**config.mk**
```make
export PLATFORM = sky130hd
export DESIGN_NAME = jam_enum_param
export DESIGN_NICKNAME = d
export VERILOG_FILES = /design/src/rtl/jam_enum_param.sv
export SDC_FILE = /design/constraint.sdc
export NUM_CORES = 1
export LEC_CHECK = 0
export BUFFER_PORTS_ARGS = -buffer_cell sky130_fd_sc_hd__buf_4
export CAP_MARGIN = 20
export CORE_MARGIN = 4
export CORE_UTILIZATION = 45
export DETAILED_ROUTE_END_ITERATION = 12
export PLACE_DENSITY = 0.61
export SYNTH_ARGS = -nofsm -noshare
export SYNTH_HDL_FRONTEND = slang
export SYNTH_SLANG_ARGS = --single-unit
```
**constraint.sdc**
```tcl
create_clock -name CLK -period 9.5 [get_ports CLK]
set_input_delay 2.375 -clock CLK [delete_from_list [all_inputs] [get_ports CLK]]
set_output_delay 2.375 -clock CLK [all_outputs]
set_load 0.02 [all_outputs]
```
**src/rtl/jam_enum_param.sv**
```systemverilog
// Exhaustive N-worker / N-job assignment engine: walks all N! permutations in
// lexicographic order, sums table costs and keeps the best (min or max) total.
module jam_enum_param #(
    parameter int N      = 8,
    parameter int IDX_W  = 3,
    parameter int COST_W = 7,
    parameter int SUM_W  = 10,
    parameter int MC_W   = 16
) (
    input  logic                   CLK,
    input  logic                   RST,
    input  logic                   start,
    input  logic                   mode_max,
    output logic                   busy,
    output logic [IDX_W-1:0]       W,
    output logic [IDX_W-1:0]       J,
    input  logic [COST_W-1:0]      Cost,
    output logic [MC_W-1:0]        MatchCount,
    output logic [SUM_W-1:0]       BestCost,
    output logic [N*IDX_W-1:0]     BestPerm,
    output logic                   Valid
);

    typedef enum logic [1:0] {IDLE, EVAL, CMP, DONE} state_t;

    state_t           state_q, state_d;
    logic [IDX_W-1:0] cnt_q;
    logic [SUM_W-1:0] acc_q;
    logic             mode_q;
    logic             first_q;
    logic [IDX_W-1:0] perm_q   [N];
    logic [IDX_W-1:0] perm_nxt [N];
    logic [IDX_W-1:0] swapped  [N];
    logic [IDX_W-1:0] piv, swp;
    logic             found;
    logic             last_perm;
    logic             better;

    // Successor permutation (standard next-lexicographic step).
    // NOTE: every variable written in always_comb gets a default first, so no
    // path can leave it unassigned and infer a latch.
    always_comb begin
        found = 1'b0;
        piv   = '0;
        swp   = '0;
        for (int i = 0; i < N - 1; i++) begin
            if (perm_q[i] < perm_q[i+1]) begin
                found = 1'b1;
                piv   = IDX_W'(i);
            end
        end
        for (int j = 0; j < N; j++) begin
            if (IDX_W'(j) > piv && perm_q[j] > perm_q[piv]) swp = IDX_W'(j);
        end
        swapped      = perm_q;
        swapped[piv] = perm_q[swp];
        swapped[swp] = perm_q[piv];
        perm_nxt     = swapped;
        for (int k = 0; k < N; k++) begin
            if (IDX_W'(k) > piv) perm_nxt[k] = swapped[N + int'(piv) - k];
        end
        // Descending order has no pivot: wrap back to identity.
        if (!found) begin
            for (int k = 0; k < N; k++) perm_nxt[k] = IDX_W'(k);
        end
        last_perm = !found;
    end

    assign better = mode_q ? (acc_q > BestCost) : (acc_q < BestCost);

    always_comb begin
        state_d = state_q;
        busy    = (state_q != IDLE);
        Valid   = (state_q == DONE);
        W       = '0;
        J       = '0;
        case (state_q)
            IDLE: if (start) state_d = EVAL;
            EVAL: begin
                W = cnt_q;
                J = perm_q[cnt_q];
                if (cnt_q == IDX_W'(N - 1)) state_d = CMP;
            end
            CMP:  state_d = last_perm ? DONE : EVAL;
            DONE: state_d = IDLE;
            default: state_d = IDLE;
        endcase
    end

    // NOTE: sequential state uses non-blocking assignments only, so every
    // register samples pre-edge values regardless of statement order.
    always_ff @(posedge CLK) begin
        if (!RST) begin
            state_q    <= IDLE;
            cnt_q      <= '0;
            acc_q      <= '0;
            mode_q     <= 1'b0;
            first_q    <= 1'b0;
            BestCost   <= '0;
            MatchCount <= '0;
            BestPerm   <= '0;
            // NOTE: the permutation array is a handful of flops, not a RAM, so
            // it is reset explicitly to identity like any other register.
            for (int k = 0; k < N; k++) perm_q[k] <= IDX_W'(k);
        end else begin
            state_q <= state_d;
            case (state_q)
                IDLE: begin
                    if (start) begin
                        mode_q  <= mode_max;
                        first_q <= 1'b1;
                        acc_q   <= '0;
                        cnt_q   <= '0;
                    end
                end
                EVAL: begin
                    acc_q <= acc_q + SUM_W'(Cost);
                    cnt_q <= (cnt_q == IDX_W'(N - 1)) ? '0 : cnt_q + 1'b1;
                end
                CMP: begin
                    if (first_q || better) begin
                        BestCost   <= acc_q;
                        MatchCount <= MC_W'(1);
                        for (int k = 0; k < N; k++) BestPerm[k*IDX_W +: IDX_W] <= perm_q[k];
                    end else if (acc_q == BestCost) begin
                        // Ties keep the earlier (lexicographically first) permutation.
                        MatchCount <= MatchCount + 1'b1;
                    end
                    first_q <= 1'b0;
                    acc_q   <= '0;
                    perm_q  <= perm_nxt;
                end
                default: ;
            endcase
        end
    end

endmodule

```
==> summary.txt, run 1 <==
Pwr
  – Leak Pwr: 3.733 nW
  – Pwr Density: 88.48 nW/um2
  – Comb power frac: 7.0%
  – Reg power frac: 47.3%
  – Sw power: 0.2078 mW
  – Peak supply drop: 0.08041 mV
  – Sw Share: 25.14%
  – Int Power: 0.6189 mW
  – Clock group share of total power: 45.7%

Run status
  – Status: finished clean

Job
  – Max-Cap Viols: 0

Global routing
  – Total GRT Usage: 31.03%
  – Vias in the first global route: 8,287
  – First-pass GRT wire length: 49,540 um
  – Antenna violations before repair: 0
  – GRT overflow: 0
  – Largest net degree at the start of global routing: 64

Routing
  – 1st-iter DRT viols: 920
  – Vias/cell: 6.543
  – Routed Antenna Nets: 0
  – Sum of routed wire length over all layers: 32,730 um
  – Vias: 8,997
  – Drt wl/cell: 23.81 um
  – DRC violation count after routing: 0
  – First-pass iteration count of the detailed router: 5

Floorplanning
  – Initial Util: 46.21%
  – Die H: 144.5 um
  – Die X-Extent: 144.5 um
  – # rows: 49
  – Core Region: 18,150 um2
  – Area of the die: 20,890 um2
  – # IOs: 69

Clocking
  – CTS Sinks: 91
  – Root Driver: clkbuf_16
  – Worst skew pair latency: 360 ps
  – PostCTS Resize Cnt: 0
  – Cts hold-fix bufs: 0
  – CTS tree: done
  – Post-CTS Setup Inserts: 0
  – Clock Path Buffers: 2
  – Reg clk slew, reported paths: 70 ps
  – H-tree Lvls: 3
  – CTS buffer count: 9

Logic synthesis
  – Synthesized flop and latch total: 91
  – Yosys cell types: 99
  – Simple-gate area share of the yosys netlist: 23.88%
  – Ys async rst share: 0%
  – Synth area leaders: dfxtp_1, ha_1, a21oi_1
  – Post-synthesis net count: 1,184
  – Top FF cell, synth: dfxtp_1
  – Syn Area/Cell: 7.522 um2
  – Largest family of logic cells by synthesized area: compound AO/OA/AOI/OAI gates
  – Compound-Gate Fraction of Synth Area: 30.15%
  – Syn Std Cell Area: 8387 um2
  – Synth Warn #: 0
  – Post-synth top area share: 21.72%
  – Post-Synth XOR/XNOR Area: 1.671%
  – Number of synthesized flops with an enable pin: 0
  – Adder-cell share of the synthesized area: 8.742%
  – Yosys top cell by area: dfxtp_1
  – Mux contribution to synthesized area: 7.937%
  – Syn Inst Count: 1,115
  – Register area share after synthesis: 21.72%

Placed design
  – RD Place Congestion: 1.040
  – Post-detail-place hpwl: 24,140 um
  – # port buffers: 68

STA
  – Unrepaired setup endpoints after global routing: no
  – Worst Tran Pin Value: 1078 ps
  – Final Setup Violations: 0
  – Tcrit/Tclk final: 81.11%
  – Final Hold Fails: 0
  – Clock Skew: 9.345 ps
  – Fin. max-slew vios: 0
  – Hold_ws: 489.0 ps
  – Max Freq: 0.1298 GHz
  – Fin crit period: 7705 ps
  – Setup TNS: 0 ps
  – Slew headroom: 26.29%

Worst setup path
  – WP data required: 9710 ps
  – Worst Path Max Fanout: 48
  – CP Launch Type: flop
  – Arr. time, crit path: 7910 ps
  – R2R depth: 25
  – Setup CP Type: reg -> reg
  – CP Capture Type: flop

Layout
  – Register area: 1822 um2
  – Filler instances: 1,792
  – Multi-input logic area: 6091 um2
  – Most frequent cells in the layout: a21oi_1, nor2_1, nand2_1
  – Layout cell share with drive strength beyond 1: 13.18%
  – Final nets: 1,210
  – Commonest non-fill, non-tap cell in the layout: a21oi_1
  – N_diodes: 0
  – Final core utilization: 51.49%
  – Layout area overhead: 11.41%

Min path
  – Hold crit path type: reg -> reg
  – Worst hold path cell count: 2
[Yosys cell counts, types with 24 or more instances]
| cell type | n |
|---|---|
| nand2_1 | 96 |
| nor2b_1 | 56 |
| nor3_1 | 24 |
| nor2_1 | 100 |
| mux2i_1 | 40 |
| nand3_1 | 35 |
| ha_1 | 57 |
| inv_1 | 48 |
| dfxtp_1 | 91 |
| a21oi_1 | 106 |
| clkbuf_1 | 61 |
| o21ai_0 | 61 |
[kinds of logic after synthesis]
logic type,after synthesis
AOI/OAI and AO/OA,371
and+or+nand+nor,400
muxes,56
DFF,91
adders and majority gates,58
xor gates and xnor gates,16
buffers and inverters,123
[through the flow]
step                power (mW)  setup slack, ps  cells  cell area [um2]
detailed placement      0.4574             2019   1359             9044
floorplan               0.4398             2817   1115             8387
global placement        0.4572             2065   1359             9044
finish                  0.8267             1795   1375             9344
global route            0.8533             1332   1375             9344
CTS                     0.8332             2014   1375             9344
[area by class of cell]
cell class,instances,area share (%)
inverters,51,2.049
multi-input cells,901,65.18
clock inverters,6,0.7633
repair buffers,87,6.990
clock buffers,10,2.450
well taps,229,3.066
flip-flops and latches,91,19.50
[worst paths after layout]
check	startpoint	to	slack [ps]
setup / recovery	perm_q[1]	perm_q[11]	1790
hold / removal	MatchCount[15]	MatchCount[15]	490
setup reg to reg	perm_q[1]	perm_q[11]	1790
hold reg to reg	MatchCount[15]	MatchCount[15]	490
[power by group through the flow]
| stage | Combinational (mW) | Sequential [mW] | Clock [mW] |
|---|---|---|---|
| after floorplan | 0.0436 | 0.396 | 0 |
| after global placement | 0.0576 | 0.400 | 0 |
| after detailed placement | 0.0577 | 0.400 | 0 |
| after CTS | 0.0582 | 0.391 | 0.384 |
| after global routing | 0.0643 | 0.391 | 0.398 |
| final | 0.0578 | 0.391 | 0.378 |
[state kept, by name, summed over array words and instances, names as in the netlist]
name,count
acc_q,10
MatchCount,16
mode_q,1
BestPerm,24
state_q,2
first_q,1
BestCost,10
perm_q,24
cnt_q,3
[critical path, cell delays in order, from the launching register on]
cell,delay [ps]
dfxtp_1,490
inv_1,140
ha_1,290
nand2_1,60
o21ai_1,760
o21ai_2,250
nor2_4,150
buf_4,490
nand2_1,100
and3_1,190
o31ai_1,270
clkinv_1,240
buf_4,260
ha_1,340
nand3_1,100
a21oi_1,40
o221ai_1,180
o211a_1,630
nand3b_1,400
or2_2,200
o211ai_1,190
nor3_2,780
nor2_1,130
or3b_2,560
a21oi_1,180
o221ai_1,110
[layer usage]
layer,routed length (um),up-vias,global-route usage (%)
li1,-,4171,-
met3,3329,123,7.077
met4,1674,0,14.14
met1,13520,4186,41.18
met2,14210,517,47.96
met5,0,-,0
(Power assumes the default switching activity.)
==> run 2: changes to the inputs <==
Clock period 9.5 ns to 7.87 ns, I/O delays scaled along.
==> summary.txt, run 2 (synthesized netlist as in run 1, its figures left out) <==
Run status
  – Status: finished clean

Placed design
  – # port buffers: 68
  – DP Area: 9111 um2
  – Post-detail-place hpwl: 23,660 um
  – RD Place Congestion: 1.031

Clocking
  – CTS tree: done
  – PostCTS Resize Cnt: 0
  – CTS buffer count: 9
  – CTS Sinks: 91
  – Worst skew pair latency: 370 ps
  – Clock Path Buffers: 2
  – Root Driver: clkbuf_16
  – Cts hold-fix bufs: 0
  – Reg clk slew, reported paths: 90 ps
  – Post-CTS Setup Inserts: 0
  – H-tree Lvls: 3

Global routing
  – GRT overflow: 0
  – Total GRT Usage: 30.13%
  – Largest net degree at the start of global routing: 64
  – Vias in the first global route: 8,212
  – Antenna violations before repair: 0
  – First-pass GRT wire length: 48,330 um

Floorplanning
  – Initial Util: 46.21%
  – Die H: 144.5 um
  – Die X-Extent: 144.5 um
  – # rows: 49
  – Area of the die: 20,890 um2
  – Core Region: 18,150 um2
  – # IOs: 69

STA
  – Worst Tran Pin Value: 1028 ps
  – Final Hold Fails: 0
  – Setup TNS: 0 ps
  – Clock Skew: 14.01 ps
  – Slew headroom: 29.68%
  – Fin. max-slew vios: 0
  – Tcrit/Tclk final: 95.00%
  – Unrepaired setup endpoints after global routing: no
  – Max Freq: 0.1338 GHz
  – Final Setup Violations: 0
  – Fin crit period: 7476 ps

Pwr
  – Pwr Density: 105.6 nW/um2
  – Leak Pwr: 3.774 nW
  – Sw power: 0.2739 mW
  – Sw Share: 27.56%
  – Reg power frac: 47.4%
  – Comb power frac: 7.0%
  – Peak supply drop: 0.09569 mV
  – Int Power: 0.7202 mW
  – Clock group share of total power: 45.6%

Worst setup path
  – R2R depth: 26
  – Worst Path Max Fanout: 18
  – FF-to-FF Start: perm_q[10]
  – Setup CP Type: reg -> reg
  – CP Capture Type: flop
  – Critical path origin: perm_q[10]
  – WP data required: 8110 ps
  – R2r endpoint: perm_q[9]
  – CP Capture Point: perm_q[9]
  – Reg2reg setup slack: 390 ps
  – CP Launch Type: flop
  – Arr. time, crit path: 7710 ps

Layout
  – Commonest non-fill, non-tap cell in the layout: a21oi_1
  – Layout cell share with drive strength beyond 1: 14.01%
  – Multi-input logic area: 6091 um2
  – Register area: 1822 um2
  – Layout area overhead: 12.23%
  – N_diodes: 0
  – Most frequent cells in the layout: a21oi_1, nor2_1, buf_4
  – Final instance area: 9413 um2
  – Filler instances: 1,804
  – Biggest regs: BestPerm (24), perm_q (24), MatchCount (16)
  – Final nets: 1,220

Job
  – Max-Cap Viols: 0

Routing
  – 1st-iter DRT viols: 1,152
  – Routed Antenna Nets: 0
  – Vias: 9,036
  – First-pass iteration count of the detailed router: 6
  – Drt wl/cell: 23.26 um
  – DRC violation count after routing: 0
  – Vias/cell: 6.524
  – Sum of routed wire length over all layers: 32,220 um

Min path
  – Hold crit path type: reg -> reg
-- run 2: cell types whose count changed in the layout (fill, tap and decap cells not counted) --
cell | before | now
inv_8 | 0 | 1
buf_4 | 87 | 97
clkbuf_1 | 1 | 0
clkinv_8 | 0 | 1
bufinv_16 | 1 | 0
-- run 2: power groups by stage --
stage / logic, mW / clock network [mW] / registers (mW)
3_5_place_dp: 0.0692 / 0 / 0.482
3_3_place_gp: 0.0684 / 0 / 0.482
4_1_cts: 0.0695 / 0.459 / 0.471
6_report: 0.0697 / 0.453 / 0.471
2_1_floorplan: 0.0527 / 0 / 0.478
5_1_grt: 0.0766 / 0.476 / 0.472
-- run 2: worst min-delay path by stage --
stage	from	to	slack [ps]	cells past startpoint
2_1_floorplan	mode_q	mode_q	460	2
3_3_place_gp	MatchCount[15]	MatchCount[15]	470	2
3_5_place_dp	MatchCount[15]	MatchCount[15]	480	2
4_1_cts	MatchCount[15]	MatchCount[15]	490	2
5_1_grt	MatchCount[15]	MatchCount[15]	510	2
6_report	MatchCount[15]	MatchCount[15]	480	2
-- run 2: layout make-up --
class,count,share of cell area [%]
repair buffers,97,7.736
well taps,229,3.044
clock inverters,7,0.7311
multi-input cells,901,64.71
clock buffers,9,2.393
flip-flops and latches,91,19.35
inverters,51,2.034
-- run 2: routing by layer --
layer  global-route usage, %  part of all wire [%]
met1                   39.79                    41
met3                   5.853                    10
met5                       0                     0
met2                   47.65                    44
met4                   13.60                   4.9
-- run 2: critical path: stages, from the launching register on --
cell and delay, ps:
dfxtp_1 730, inv_1 310, ha_1 280, a21oi_1 170, o21ai_1 220, o211a_4 230
nor2_4 110, clkinv_1 470, nor2_1 240, a211oi_1 70, o31ai_1 320, clkinv_1 150
buf_4 230, ha_1 360, a21oi_1 80, nor3_1 120, o21ai_0 120, a211oi_2 570
nor2_1 110, buf_4 200, and4b_1 200, a211oi_1 490, a31oi_1 240, mux2i_1 450
mux2i_1 230, a211oi_1 460, o22ai_1 150
-- run 2: metrics by stage --
stage               total power [mW]  utilization [%]  std cells  worst slack (ps)  hold WS, ps
finish                        0.9941            51.87       1385             393.5        481.1
global placement              0.5504            50.21       1368             794.4        470.5
detailed placement            0.5513            50.21       1368             788.7        475.1
floorplan                     0.5309                -       1115              1187        457.3
global route                   1.024            51.87       1385             158.0        514.6
CTS                           0.9992            51.83       1384             751.2        485.9
